`config.mk`:
```
export PLATFORM = sky130hd
export DESIGN_NAME = sat_counter
export DESIGN_NICKNAME = d
export VERILOG_FILES = /design/src/rtl/sat_counter.sv
export SDC_FILE = /design/constraint.sdc
export NUM_CORES = 1
export LEC_CHECK = 0
export BUFFER_PORTS_ARGS = -buffer_cell sky130_fd_sc_hd__buf_4
export CAP_MARGIN = 20
export CORE_AREA = 2 2 39 41
export CTS_CLUSTER_DIAMETER = 30
export CTS_CLUSTER_SIZE = 10
export DETAILED_ROUTE_END_ITERATION = 8
export DIE_AREA = 0 0 41 43
export GPL_ROUTABILITY_DRIVEN = 0
export PLACE_DENSITY_LB_ADDON = 0.05
export SLEW_MARGIN = 20
export SYNTH_ARGS = -nofsm -noshare
export SYNTH_HDL_FRONTEND = slang
export SYNTH_SLANG_ARGS = --single-unit
```
`constraint.sdc`:
```
create_clock -name clk -period 3.9 [get_ports clk]
set_input_delay 0.78 -clock clk [delete_from_list [all_inputs] [get_ports clk]]
set_output_delay 0.78 -clock clk [all_outputs]
set_load 0.005 [all_outputs]
```
`src/rtl/sat_counter.sv`:
```
// sat_counter: up-counter that sticks at all-ones.
//   clk   : clock, rising edge
//   rst_n : synchronous active-low reset
//   clr   : synchronous clear (same effect as reset)
//   inc   : increment request, ignored once saturated
//   count : current value
module sat_counter #(
  parameter int W = 8
) (
  input  logic         clk,
  input  logic         rst_n,
  input  logic         clr,
  input  logic         inc,
  output logic [W-1:0] count
);

  always_ff @(posedge clk) begin
    if (!rst_n || clr) begin
      count <= '0;
    end else if (inc && (count != '1)) begin
      count <= count + W'(1);
    end
  end

endmodule

```
# Word level (Yosys, flattened, before mapping)
# Cells that the tools add are included.
[word_totals]
output_inout_bits = 8
in_bits = 4
word_cells = 6
ff_bits = 8
[op_classes]
add_sub_neg = 1
reduce_logical = 3
eq_ne = 1
[ops]
columns = ["operator", "count"]
rows = [
  ["adder 8 x 1 -> 8 bit, second input constant", 1],
  ["!= test 8 bit, second input constant", 1],
  ["logical AND 1 bit", 1],
  ["logical NOT 1 bit", 1],
  ["logical OR 1 bit", 1],
]

# Depth between registers and ports, before layout
[logic_depth]
word_depth = 2
depth_mapped = 4
depth_no_buf = 4

# Worst setup path after synthesis
# No wires, ideal clock.
[synth_timing]
path_type = "in2reg"
startpoint = "in rst_n"
endpoint = "reg count[3]"
path_slack_ns = 2.496
arrival_ns = 1.334
path_buffers = 0
setup_ns = 0.070
cell_stages = 3
required_time_ns = 3.830
cell_sequence = "nor2b_1 o21ai_0 a21oi_1"
[synth_via]
elab_chain_cells = 2
[synth_rtl]
columns = ["item", "line_no", "source"]
rows = [
  ["start: declaration", "11", "input logic rst_n,"],
  ["logical NOT 1 bit", "18", "if (!rst_n || clr) begin"],
  ["logical OR 1 bit", "18", ""],
  ["end signal: assignment", "21", "count <= count + W'(1);"],
  ["end: declaration", "14", "output logic [W-1:0] count"],
]
# No other way between the ends.
# A chain may end at the register's enable or synchronous reset.

# Final worst setup path
[layout_timing]
startpoint = "reg count[4]"
endpoint = "out count[4]"
# No word-level cell between the ends.

==> run_summary.xml <==
<?xml version="1.0" encoding="UTF-8"?>
<metrics>
  <group name="timing">
    <metric name="worst_margin_pin_slew" unit="ns">0.486</metric>
    <metric name="report.final.setup_viol" unit="">0</metric>
    <metric name="setup_total_neg_slack" unit="ns">0</metric>
    <metric name="timing_max_transition_violations_final" unit="">0</metric>
    <metric name="final_worst_path_cycle_share" unit="%">43.7</metric>
    <metric name="whs" unit="ns">0.519</metric>
    <metric name="grt_setup_unrepaired" unit="">no</metric>
    <metric name="final_hold_viol_count" unit="">0</metric>
    <metric name="max_clock_freq" unit="MHz">587</metric>
    <metric name="max-slew-margin-rel" unit="%">67.5</metric>
    <metric name="finClkSkew" unit="ns">0.00347</metric>
    <metric name="post-route-min-period" unit="ns">1.70</metric>
  </group>
  <group name="grt">
    <metric name="largest_net_degree_at_the_start_of_global_routing" unit="">10</metric>
    <metric name="grt_overflow_total" unit="">0</metric>
    <metric name="grt-busiest-layer" unit="">met1</metric>
    <metric name="grt_use_total" unit="%">14.3</metric>
    <metric name="antenna_found_initial" unit="">0</metric>
    <metric name="groute.layer.met3.usage" unit="%">3.14</metric>
    <metric name="first_pass_grt_wire_length" unit="µm">1640</metric>
    <metric name="global_route_met1_utilization" unit="%">20.6</metric>
    <metric name="global_route.usage.met2" unit="%">16.9</metric>
    <metric name="number_of_global_route_vias_before_repair" unit="">349</metric>
  </group>
  <group name="critical_path">
    <metric name="required" unit="ns">3.12</metric>
    <metric name="timing.critical_path.cells" unit="">buf_4</metric>
    <metric name="crit_family" unit="">flip-flops</metric>
    <metric name="critical_path_depth" unit="">1</metric>
    <metric name="criticalPathCategory" unit="">flip-flop to primary output</metric>
    <metric name="slowest_delay" unit="ns">0.49</metric>
    <metric name="regToRegSetupSlack" unit="ns">2.53</metric>
    <metric name="critical_path_peak_fanout" unit="">9</metric>
    <metric name="critical_path_startpoint_category" unit="">flip-flop</metric>
    <metric name="r2r_cells" unit="">4</metric>
    <metric name="worstReg2RegEnd" unit="">count[5]$_SDFFE_PP0P_</metric>
    <metric name="cpMaxStageDelayCell" unit="">sky130_fd_sc_hd__dfxtp_1</metric>
    <metric name="worst_r2r_startpoint" unit="">count[0]$_SDFFE_PP0P_</metric>
    <metric name="crit_path_end_kind" unit="">primary output</metric>
    <metric name="worst-path-buf-inv" unit="">1</metric>
    <metric name="cp_data_arrival_time" unit="ns">0.92</metric>
  </group>
  <group name="route">
    <metric name="routed_wl" unit="µm">1030</metric>
    <metric name="drc" unit="">0</metric>
    <metric name="antenna_left" unit="">0</metric>
    <metric name="route.vias.total" unit="">412</metric>
    <metric name="wl_per_cell" unit="µm">13.5</metric>
    <metric name="viasPerCell" unit="">5.42</metric>
    <metric name="drt_pre_antenna_iters" unit="">4</metric>
    <metric name="dr.first_iter.drc_count" unit="">4</metric>
  </group>
  <group name="clocking">
    <metric name="total_clock_sinks" unit="">8</metric>
    <metric name="post-cts-setup-buffer-count" unit="">0</metric>
    <metric name="clock_slew_seen_by_the_registers_of_the_worst_setup_and_hold_paths" unit="ns">0.06</metric>
    <metric name="root_buffer" unit="">sky130_fd_sc_hd__clkbuf_4</metric>
    <metric name="cts_htree_levels" unit="">1</metric>
    <metric name="tritoncts" unit="">built</metric>
    <metric name="ctsLongestPathBuffers" unit="">2</metric>
    <metric name="cts_made_buffers" unit="">3</metric>
    <metric name="insertion_delay" unit="ns">0.27</metric>
    <metric name="hold_buffers" unit="">0</metric>
    <metric name="cts_resized" unit="">0</metric>
  </group>
  <group name="floorplanning">
    <metric name="initial_utilization" unit="%">30.5</metric>
    <metric name="io-pin-count" unit="">12</metric>
    <metric name="design.die.area" unit="mm²">0.00176</metric>
    <metric name="core_region_area" unit="mm²">0.00138</metric>
    <metric name="num_rows" unit="">14</metric>
    <metric name="fp.dieW" unit="µm">41</metric>
    <metric name="dieHeight" unit="µm">43</metric>
  </group>
  <group name="final_layout">
    <metric name="layout_cell_share_with_drive_strength_beyond_1" unit="%">30.0</metric>
    <metric name="largest-register" unit="">count</metric>
    <metric name="seqCellArea" unit="µm²">160</metric>
    <metric name="diode_count" unit="">0</metric>
    <metric name="largest_register_ffs" unit="">8</metric>
    <metric name="multi_input_comb_area" unit="µm²">262</metric>
    <metric name="final_nets" unit="">67</metric>
    <metric name="final.fill_count" unit="">146</metric>
    <metric name="largest_registers" unit="">count x8</metric>
    <metric name="layout-area-overhead-vs-synth" unit="%">29.7</metric>
  </group>
  <group name="synth">
    <metric name="netlist.area_leader.share" unit="%">38.0</metric>
    <metric name="synthMostInstantiatedCell" unit="">sky130_fd_sc_hd__dfxtp_1</metric>
    <metric name="yosysWarningCount" unit="">0</metric>
    <metric name="synth_top_area_cell" unit="">sky130_fd_sc_hd__dfxtp_1</metric>
    <metric name="count_of_state_elements_after_synthesis" unit="">8</metric>
    <metric name="ys_top_cells_by_area" unit="">sky130_fd_sc_hd__dfxtp_1 38%, sky130_fd_sc_hd__mux2i_1 7.1%, sky130_fd_sc_hd__and4_1 6.2%</metric>
    <metric name="synth_commonest_cells" unit="">8 x sky130_fd_sc_hd__dfxtp_1, 5 x sky130_fd_sc_hd__a21oi_1, 5 x sky130_fd_sc_hd__nand2_1</metric>
    <metric name="synthesis.instances" unit="">46</metric>
    <metric name="synth_enable_flop_cells" unit="">0</metric>
    <metric name="postSynthNetCount" unit="">51</metric>
    <metric name="share_of_flip_flops_with_an_asynchronous_set_or_reset" unit="%">0</metric>
    <metric name="post_synthesis_sequential_area_ratio" unit="%">38.0</metric>
    <metric name="post_synth_instance_area" unit="µm²">422</metric>
    <metric name="syn_avg_cell_area" unit="µm²">9.17</metric>
    <metric name="dominantRegCellSynth" unit="">sky130_fd_sc_hd__dfxtp_1</metric>
    <metric name="yosysUniqueCellTypes" unit="">21</metric>
  </group>
  <group name="pwr">
    <metric name="power_total" unit="mW">0.162</metric>
    <metric name="static-leakage-power" unit="nW">0.227</metric>
    <metric name="ir_drop" unit="V">0.000139</metric>
    <metric name="pwr_density_cell" unit="mW/mm²">296</metric>
  </group>
  <group name="min_path">
    <metric name="whs_path_depth" unit="">2</metric>
    <metric name="hp-class" unit="">flip-flop to flip-flop</metric>
    <metric name="worstHoldStart" unit="">count[1]$_SDFFE_PP0P_</metric>
    <metric name="min_delay_worst_endpoint" unit="">count[1]$_SDFFE_PP0P_</metric>
  </group>
  <group name="place">
    <metric name="post-dp-hpwl" unit="µm">754</metric>
    <metric name="numPortBuffers" unit="">11</metric>
  </group>
  <group name="flow_run">
    <metric name="maxCapViolCount" unit="">0</metric>
  </group>
  <group name="run_status">
    <metric name="run_status" unit="">complete, no violations</metric>
  </group>
</metrics>
-- placed cells by master (no fill, tap or decap) --
cell / instances
sky130_fd_sc_hd__a211oi_2: 1
sky130_fd_sc_hd__a21boi_2: 1
sky130_fd_sc_hd__a21oi_1: 5
sky130_fd_sc_hd__a311oi_1: 1
sky130_fd_sc_hd__a31oi_1: 2
sky130_fd_sc_hd__a41o_1: 1
sky130_fd_sc_hd__and3_1: 1
sky130_fd_sc_hd__and4_1: 3
sky130_fd_sc_hd__and4_4: 1
sky130_fd_sc_hd__buf_4: 11
sky130_fd_sc_hd__clkbuf_4: 3
sky130_fd_sc_hd__dfxtp_1: 8
sky130_fd_sc_hd__ha_1: 1
sky130_fd_sc_hd__mux2i_1: 3
sky130_fd_sc_hd__nand2_1: 5
sky130_fd_sc_hd__nand2b_1: 3
sky130_fd_sc_hd__nand3_1: 1
sky130_fd_sc_hd__nand4_1: 1
sky130_fd_sc_hd__nor2_1: 1
sky130_fd_sc_hd__nor2b_1: 3
sky130_fd_sc_hd__nor2b_2: 1
sky130_fd_sc_hd__nor3_1: 1
sky130_fd_sc_hd__o21ai_0: 2
-- routing by layer --
metal | share of wire, % | up-vias
met5 | 0 | -
met1 | 44 | 186
met2 | 46 | 14
li1 | - | 207
met4 | 3.4 | 0
met3 | 6.3 | 5
-- worst max-delay path by stage --
| stage | start | slack, ns | to |
|---|---|---|---|
| 2_1_floorplan | rst_n | 2.50 | count[3]$_SDFFE_PP0P_ |
| 3_3_place_gp | clr | 2.30 | count[4]$_SDFFE_PP0P_ |
| 3_5_place_dp | clr | 2.24 | count[4]$_SDFFE_PP0P_ |
| 4_1_cts | count[4]$_SDFFE_PP0P_ | 2.21 | count[4] |
| 5_1_grt | count[4]$_SDFFE_PP0P_ | 2.16 | count[4] |
| 6_report | count[4]$_SDFFE_PP0P_ | 2.20 | count[4] |
-- where the power goes --
part / total, mW / internal [mW] / switching, mW
clock network: 0.0685 / 0.0355 / 0.0330
logic: 0.00983 / 0.00546 / 0.00437
registers: 0.0834 / 0.0824 / 0.000958
total: 0.162 / 0.123 / 0.0383
-- per-stage QoR --
stage	instances	util, %	cell area [µm²]	setup WS (ns)
5_1_grt	76	39.5	547	2.16
3_5_place_dp	73	37.9	524	2.24
2_1_floorplan	46	-	422	2.50
3_3_place_gp	73	37.9	524	2.30
4_1_cts	76	39.5	547	2.21
6_report	76	39.5	547	2.20
-- logic make-up (layout without fill, tap and decap cells) --
logic type	after synthesis	count (layout)	synth area share, %
and+or+nand+nor	21	21	30.6
AOI/OAI and AO/OA	13	13	21.4
DFF	8	8	38.0
muxes	3	3	7.12
adders and majority gates	1	1	2.97
buffers and inverters	0	14	0
-- cell type report --
| type | instances | share of cell area (%) |
|---|---|---|
| clock buffer | 3 | 4.12 |
| multi-input combinational | 38 | 47.8 |
| sequential | 8 | 29.3 |
| tap | 16 | 3.66 |
| timing repair buffer | 11 | 15.1 |
Note: power is estimated with default switching activity, not from simulation.
